## config.mk

```make
export PLATFORM = sky130hd
export DESIGN_NAME = spram_req_ctrl
export DESIGN_NICKNAME = d
export VERILOG_FILES = /design/src/rtl/spram_req_ctrl_pkg.sv /design/src/rtl/spram_resp_fifo.sv /design/src/rtl/spram_req_ctrl.sv
export SDC_FILE = /design/constraint.sdc
export NUM_CORES = 1
export LEC_CHECK = 0
export ABC_AREA = 1
export CAP_MARGIN = 30
export CORE_ASPECT_RATIO = 1.25
export CORE_MARGIN = 3
export CORE_UTILIZATION = 43
export CTS_BUF_LIST = sky130_fd_sc_hd__clkbuf_4
export CTS_CLUSTER_DIAMETER = 50
export CTS_CLUSTER_SIZE = 10
export DETAILED_ROUTE_END_ITERATION = 12
export HOLD_SLACK_MARGIN = 0.03
export PLACE_DENSITY_LB_ADDON = 0.15
export SLEW_MARGIN = 25
export SYNTH_ARGS = -nofsm -noshare
export SYNTH_HDL_FRONTEND = slang
export SYNTH_HIERARCHICAL = 1
export SYNTH_SLANG_ARGS = --single-unit
```

## constraint.sdc

```tcl
create_clock -name clk -period 3.1 [get_ports clk]
set_input_delay 0.465 -clock clk [delete_from_list [all_inputs] [get_ports clk]]
set_output_delay 0.465 -clock clk [all_outputs]
set_load 0.005 [all_outputs]
```

## src/rtl/spram_req_ctrl_pkg.sv

```systemverilog
// Shared types and defaults for the single-port RAM request controller.
package spram_req_ctrl_pkg;

   localparam int DEF_DATA_WIDTH = 32;
   localparam int DEF_DEPTH      = 128;

   typedef enum logic {
      ST_INIT = 1'b0,
      ST_RUN  = 1'b1
   } state_t;

endpackage

```

## src/rtl/spram_resp_fifo.sv

```systemverilog
// Two-entry read-response FIFO; push and pop in the same cycle are legal even when full.
module spram_resp_fifo
   import spram_req_ctrl_pkg::*;
#(
   parameter int WIDTH = DEF_DATA_WIDTH
) (
   input  logic             clk,
   input  logic             rst,
   input  logic             push,
   input  logic [WIDTH-1:0] din,
   input  logic             pop,
   output logic [WIDTH-1:0] dout,
   output logic [1:0]       count
);

   logic [WIDTH-1:0] r_mem [2];
   logic             r_wr_ptr;
   logic             r_rd_ptr;
   logic [1:0]       r_count;
   logic             w_push;
   logic             w_pop;

   assign w_pop  = pop && (r_count != 2'd0);
   assign w_push = push && ((r_count != 2'd2) || w_pop);

   // NOTE: sequential state uses non-blocking assignments so every register samples pre-edge values.
   always_ff @(posedge clk) begin
      if (rst) begin
         r_wr_ptr <= 1'b0;
         r_rd_ptr <= 1'b0;
         r_count  <= 2'd0;
      end else begin
         if (w_push) r_wr_ptr <= ~r_wr_ptr;
         if (w_pop)  r_rd_ptr <= ~r_rd_ptr;
         case ({w_push, w_pop})
            2'b10:   r_count <= r_count + 2'd1;
            2'b01:   r_count <= r_count - 2'd1;
            default: r_count <= r_count;
         endcase
      end
   end

   // NOTE: storage is not reset; the count qualifies every entry, so stale data is never visible.
   always_ff @(posedge clk) begin
      if (w_push) r_mem[r_wr_ptr] <= din;
   end

   assign dout  = r_mem[r_rd_ptr];
   assign count = r_count;

endmodule

```

## src/rtl/spram_req_ctrl.sv

```systemverilog
// Request controller in front of a latency-1 single-port RAM: zero-fill sweep, then
// credit-limited read/write issue with an in-order 2-entry response FIFO.
module spram_req_ctrl
   import spram_req_ctrl_pkg::*;
#(
   parameter int DATA_WIDTH    = DEF_DATA_WIDTH,
   parameter int DEPTH         = DEF_DEPTH,
   parameter int INIT_ON_RESET = 1,
   localparam int AW           = $clog2(DEPTH)
) (
   input  logic                  clk,
   input  logic                  rst,
   input  logic                  req_valid,
   output logic                  req_ready,
   input  logic                  req_we,
   input  logic [AW-1:0]         req_addr,
   input  logic [DATA_WIDTH-1:0] req_wdata,
   output logic                  resp_valid,
   input  logic                  resp_ready,
   output logic [DATA_WIDTH-1:0] resp_rdata,
   output logic                  init_done,
   output logic                  ram_en,
   output logic                  ram_we,
   output logic [AW-1:0]         ram_addr,
   output logic [DATA_WIDTH-1:0] ram_din,
   input  logic [DATA_WIDTH-1:0] ram_dout
);

   localparam state_t        RST_STATE = (INIT_ON_RESET != 0) ? ST_INIT : ST_RUN;
   localparam logic [AW-1:0] LAST_ADDR = AW'(DEPTH - 1);

   state_t        r_state;
   state_t        w_state_next;
   logic [AW-1:0] r_sweep;
   logic          r_inflight;
   logic [1:0]    w_fifo_count;
   logic          w_pop;
   logic [2:0]    w_credit;
   logic          w_fire;

   assign resp_valid = (w_fifo_count != 2'd0);
   assign w_pop      = resp_valid && resp_ready;

   // A pop this cycle frees a slot, so readiness may follow resp_ready combinationally.
   assign w_credit  = {1'b0, w_fifo_count} + {2'b00, r_inflight} - {2'b00, w_pop};
   assign req_ready = !rst && (r_state == ST_RUN) && (w_credit < 3'd2);
   assign w_fire    = req_valid && req_ready;
   assign init_done = !rst && (r_state == ST_RUN);

   always_ff @(posedge clk) begin
      if (rst) begin
         r_state    <= RST_STATE;
         r_sweep    <= '0;
         r_inflight <= 1'b0;
      end else begin
         r_state    <= w_state_next;
         r_inflight <= w_fire && !req_we;
         if (r_state == ST_INIT) r_sweep <= r_sweep + AW'(1);
      end
   end

   // NOTE: every combinational output gets a default first so no path infers a latch.
   always_comb begin
      w_state_next = r_state;
      ram_en       = 1'b0;
      ram_we       = 1'b0;
      ram_addr     = req_addr;
      ram_din      = req_wdata;
      if (!rst) begin
         if (r_state == ST_INIT) begin
            ram_en   = 1'b1;
            ram_we   = 1'b1;
            ram_addr = r_sweep;
            ram_din  = '0;
            if (r_sweep == LAST_ADDR) w_state_next = ST_RUN;
         end else if (w_fire) begin
            ram_en = 1'b1;
            ram_we = req_we;
         end
      end
   end

   // RAM read data lands one cycle after the read fire, exactly when r_inflight is set.
   spram_resp_fifo #(
      .WIDTH (DATA_WIDTH)
   ) u_resp_fifo (
      .clk   (clk),
      .rst   (rst),
      .push  (r_inflight),
      .din   (ram_dout),
      .pop   (w_pop),
      .dout  (resp_rdata),
      .count (w_fifo_count)
   );

endmodule

```

==> flow_metrics.py <==
metrics = {
    "detailed_routing": {
        "vias": 2628,
        "drt_iter0_markers": 109,
        "drc": 0,
        "wl_mm": 8.24,
        "ant_nets": 0,
        "viasPerCell": 4.70,
        "drtPass1Iterations": 6,
        "wire_per_inst_um": 14.7,
    },
    "floorplanning": {
        "die_w_um": 86.1,
        "fp.dieH_um": 106,
        "start_util_pct": 45.5,
        "rows": 35,
        "dieArea_um2": 9140,
        "io_pins": 152,
        "coreArea_um2": 7580,
    },
    "synthesis": {
        "synth-seq-cells": 78,
        "syn-instance-count": 298,
        "synthDistinctLibCells": 28,
        "ys_warn_count": 6,
        "synth_area_um2": 3450,
        "syn_nets": 377,
        "async_reset_ff_share_pct": 0,
        "seq_area_frac_synth_pct": 63.8,
        "syn_avg_cell_area_um2": 11.6,
        "ys.flop_type": "edfxtp_1",
        "synth_edf_count": 64,
    },
    "worst_setup_path": {
        "worst_setup_path_start_kind": "input pin",
        "r2r-start": "u_resp_fifo/count[0]",
        "worstPathRequired_ns": 2.63,
        "end_kind": "primary output",
        "path_class": "in2out",
        "crit_path_max_fanout": 3,
        "cp-startpoint": "resp_ready",
        "crit_arrival_ns": 2.51,
    },
    "sta": {
        "max_freq_mhz": 336,
        "finalHoldViolCount": 0,
        "setup_tns_ns": 0,
        "finalSetupViolCount": 0,
        "layout_min_cycle_time_ns": 2.98,
        "rsz0062_at_grt": "false",
        "max_slew_margin_pct": 70.3,
        "fin_crit_sh_pct": 96.0,
        "tightest_slew_ns": 0.445,
        "finClkSkew_ns": 0.0143,
        "final_max_slew_viol_count": 0,
    },
    "cts": {
        "cts_max_level": 3,
        "clk_path_buf_depth": 2,
        "cts_sinks": 78,
        "cts_buffers": 9,
        "clk_latency_ns": 0.41,
        "cts_tree": "yes",
        "cts_hold_buf": 0,
        "cts-root-buf": "clkbuf_4",
        "clkTransAtPathRegs_ns": 0.13,
    },
    "layout": {
        "final_nets": 541,
        "final_util_pct": 69.3,
        "insertedDiodeCount": 0,
        "mostFrequentLayoutCell": "clkdlybuf4s50_1",
        "syn_to_final_growth_pct": 52.2,
        "stdcell_count": 559,
        "drive_above_1_share_pct": 16.3,
        "final_cell_mix": "clkdlybuf4s50_1, edfxtp_1, inv_1",
    },
    "place": {
        "dp.cells": 540,
        "place.detailed.hpwl_mm": 6.21,
        "place.port_buffers": 151,
        "gp_congestion": 0.754,
    },
    "global_route": {
        "antenna_found_initial": 0,
        "grt_overflow": 0,
        "grt_pass1_wl_mm": 13.1,
        "grt_max_degree": 35,
        "first_global_vias": 2717,
        "grt_use_total_pct": 18.6,
    },
    "pwr": {
        "leakagePower_nw": 2.03,
        "power_w": 0.00196,
        "p_per_area_nw_per_um2": 373,
        "peakVddDrop_mv": 0.232,
    },
    "run": {
        "cap_viol_max_count": 0,
    },
    "worst_hold_path": {
        "worstHoldPathType": "reg2reg",
        "hp-start": "u_resp_fifo/r_rd_ptr",
    },
    "status": {
        "status": "complete, no violations",
    },
}
flip-flops by register name, summed over array words and instances, names as in the netlist, named ones only:
name	flops
r_sweep	7
u_resp_fifo/count	2
r_inflight	1
u_resp_fifo/r_wr_ptr	1
u_resp_fifo/r_rd_ptr	1
u_resp_fifo/r_mem	64
r_state	1
synth_stat cells (4+ instances only):
master	count	area share, %
edfxtp_1	64	56
nor3_1	4	0.58
buf_6	4	1.3
a21oi_1	7	1.0
o21ai_2	7	1.8
nand2_1	38	4.1
nand3_1	6	0.87
nor2_1	42	4.6
mux2_2	30	9.8
inv_1	55	6.0
dfxtp_1	14	8.1
cells by family after synthesis:
group	Yosys count	share of synthesized area [%]
compound gates	20	3.95
fa+ha+maj	3	1.31
buf+inv	66	8.20
flops	78	63.8
mux	32	10.4
simple gates	99	12.3
stage by stage:
stage | hold slack [ns] | instance area (um2) | setup WS [ns]
final | 0.496 | 5250 | 0.125
after global routing | 0.521 | 5250 | 0.00564
after CTS | 0.496 | 5240 | 0.0357
after detailed placement | 0.475 | 5090 | -0.185
after global placement | 0.459 | 5090 | -0.109
after floorplan | 0.451 | 3450 | 0.313
area by class of cell:
type	instances	area, um2
multi-input combinational	154	980
sequential	78	2210
timing repair buffer	161	1590
fill	574	2330
clock inverter	7	71.3
tap	92	115
inverter	58	218
clock buffer	9	67.6
final timing paths:
check                              end  slack [ns]  cells after the start
hold / removal    u_resp_fifo/r_rd_ptr        0.50                      2
setup / recovery                ram_en        0.12                     11
hold reg to reg   u_resp_fifo/r_rd_ptr        0.50                      2
setup reg to reg            r_inflight        1.19                      9
repair_timing:
action | in CTS | in global routing
resized for setup | 4 | 3
setup buffers | 1 | 2
setup endpoints to repair | 3 | 2
pin swaps | 1 | 1
worst max-delay path, stage by stage:
cell and delay [ns]:
clkdlybuf4s50_1 0.46, o21a_1 0.14, ha_1 0.24, inv_1 0.08, nand2_1 0.06, fa_1 0.51, inv_1 0.05, nor2_2 0.11
nand3_2 0.10, nand2_1 0.07, dlygate4sd2_1 0.23
routing by layer:
| layer | part of all wire, % | GRT usage [%] |
|---|---|---|
| met1 | 36 | 19.8 |
| met2 | 54 | 33.3 |
| met3 | 7.8 | 6.36 |
| met4 | 2.3 | 6.67 |
| met5 | 0 | 0 |
where the power goes:
group	internal (W)	total, W	switching [W]
Combinational	0.000147	0.000216	0.0000698
Clock	0.000249	0.000605	0.000356
Sequential	0.00113	0.00114	0.00000280
Total	0.00153	0.00196	0.000428
No activity file was read; power rests on OpenSTA's default activity.
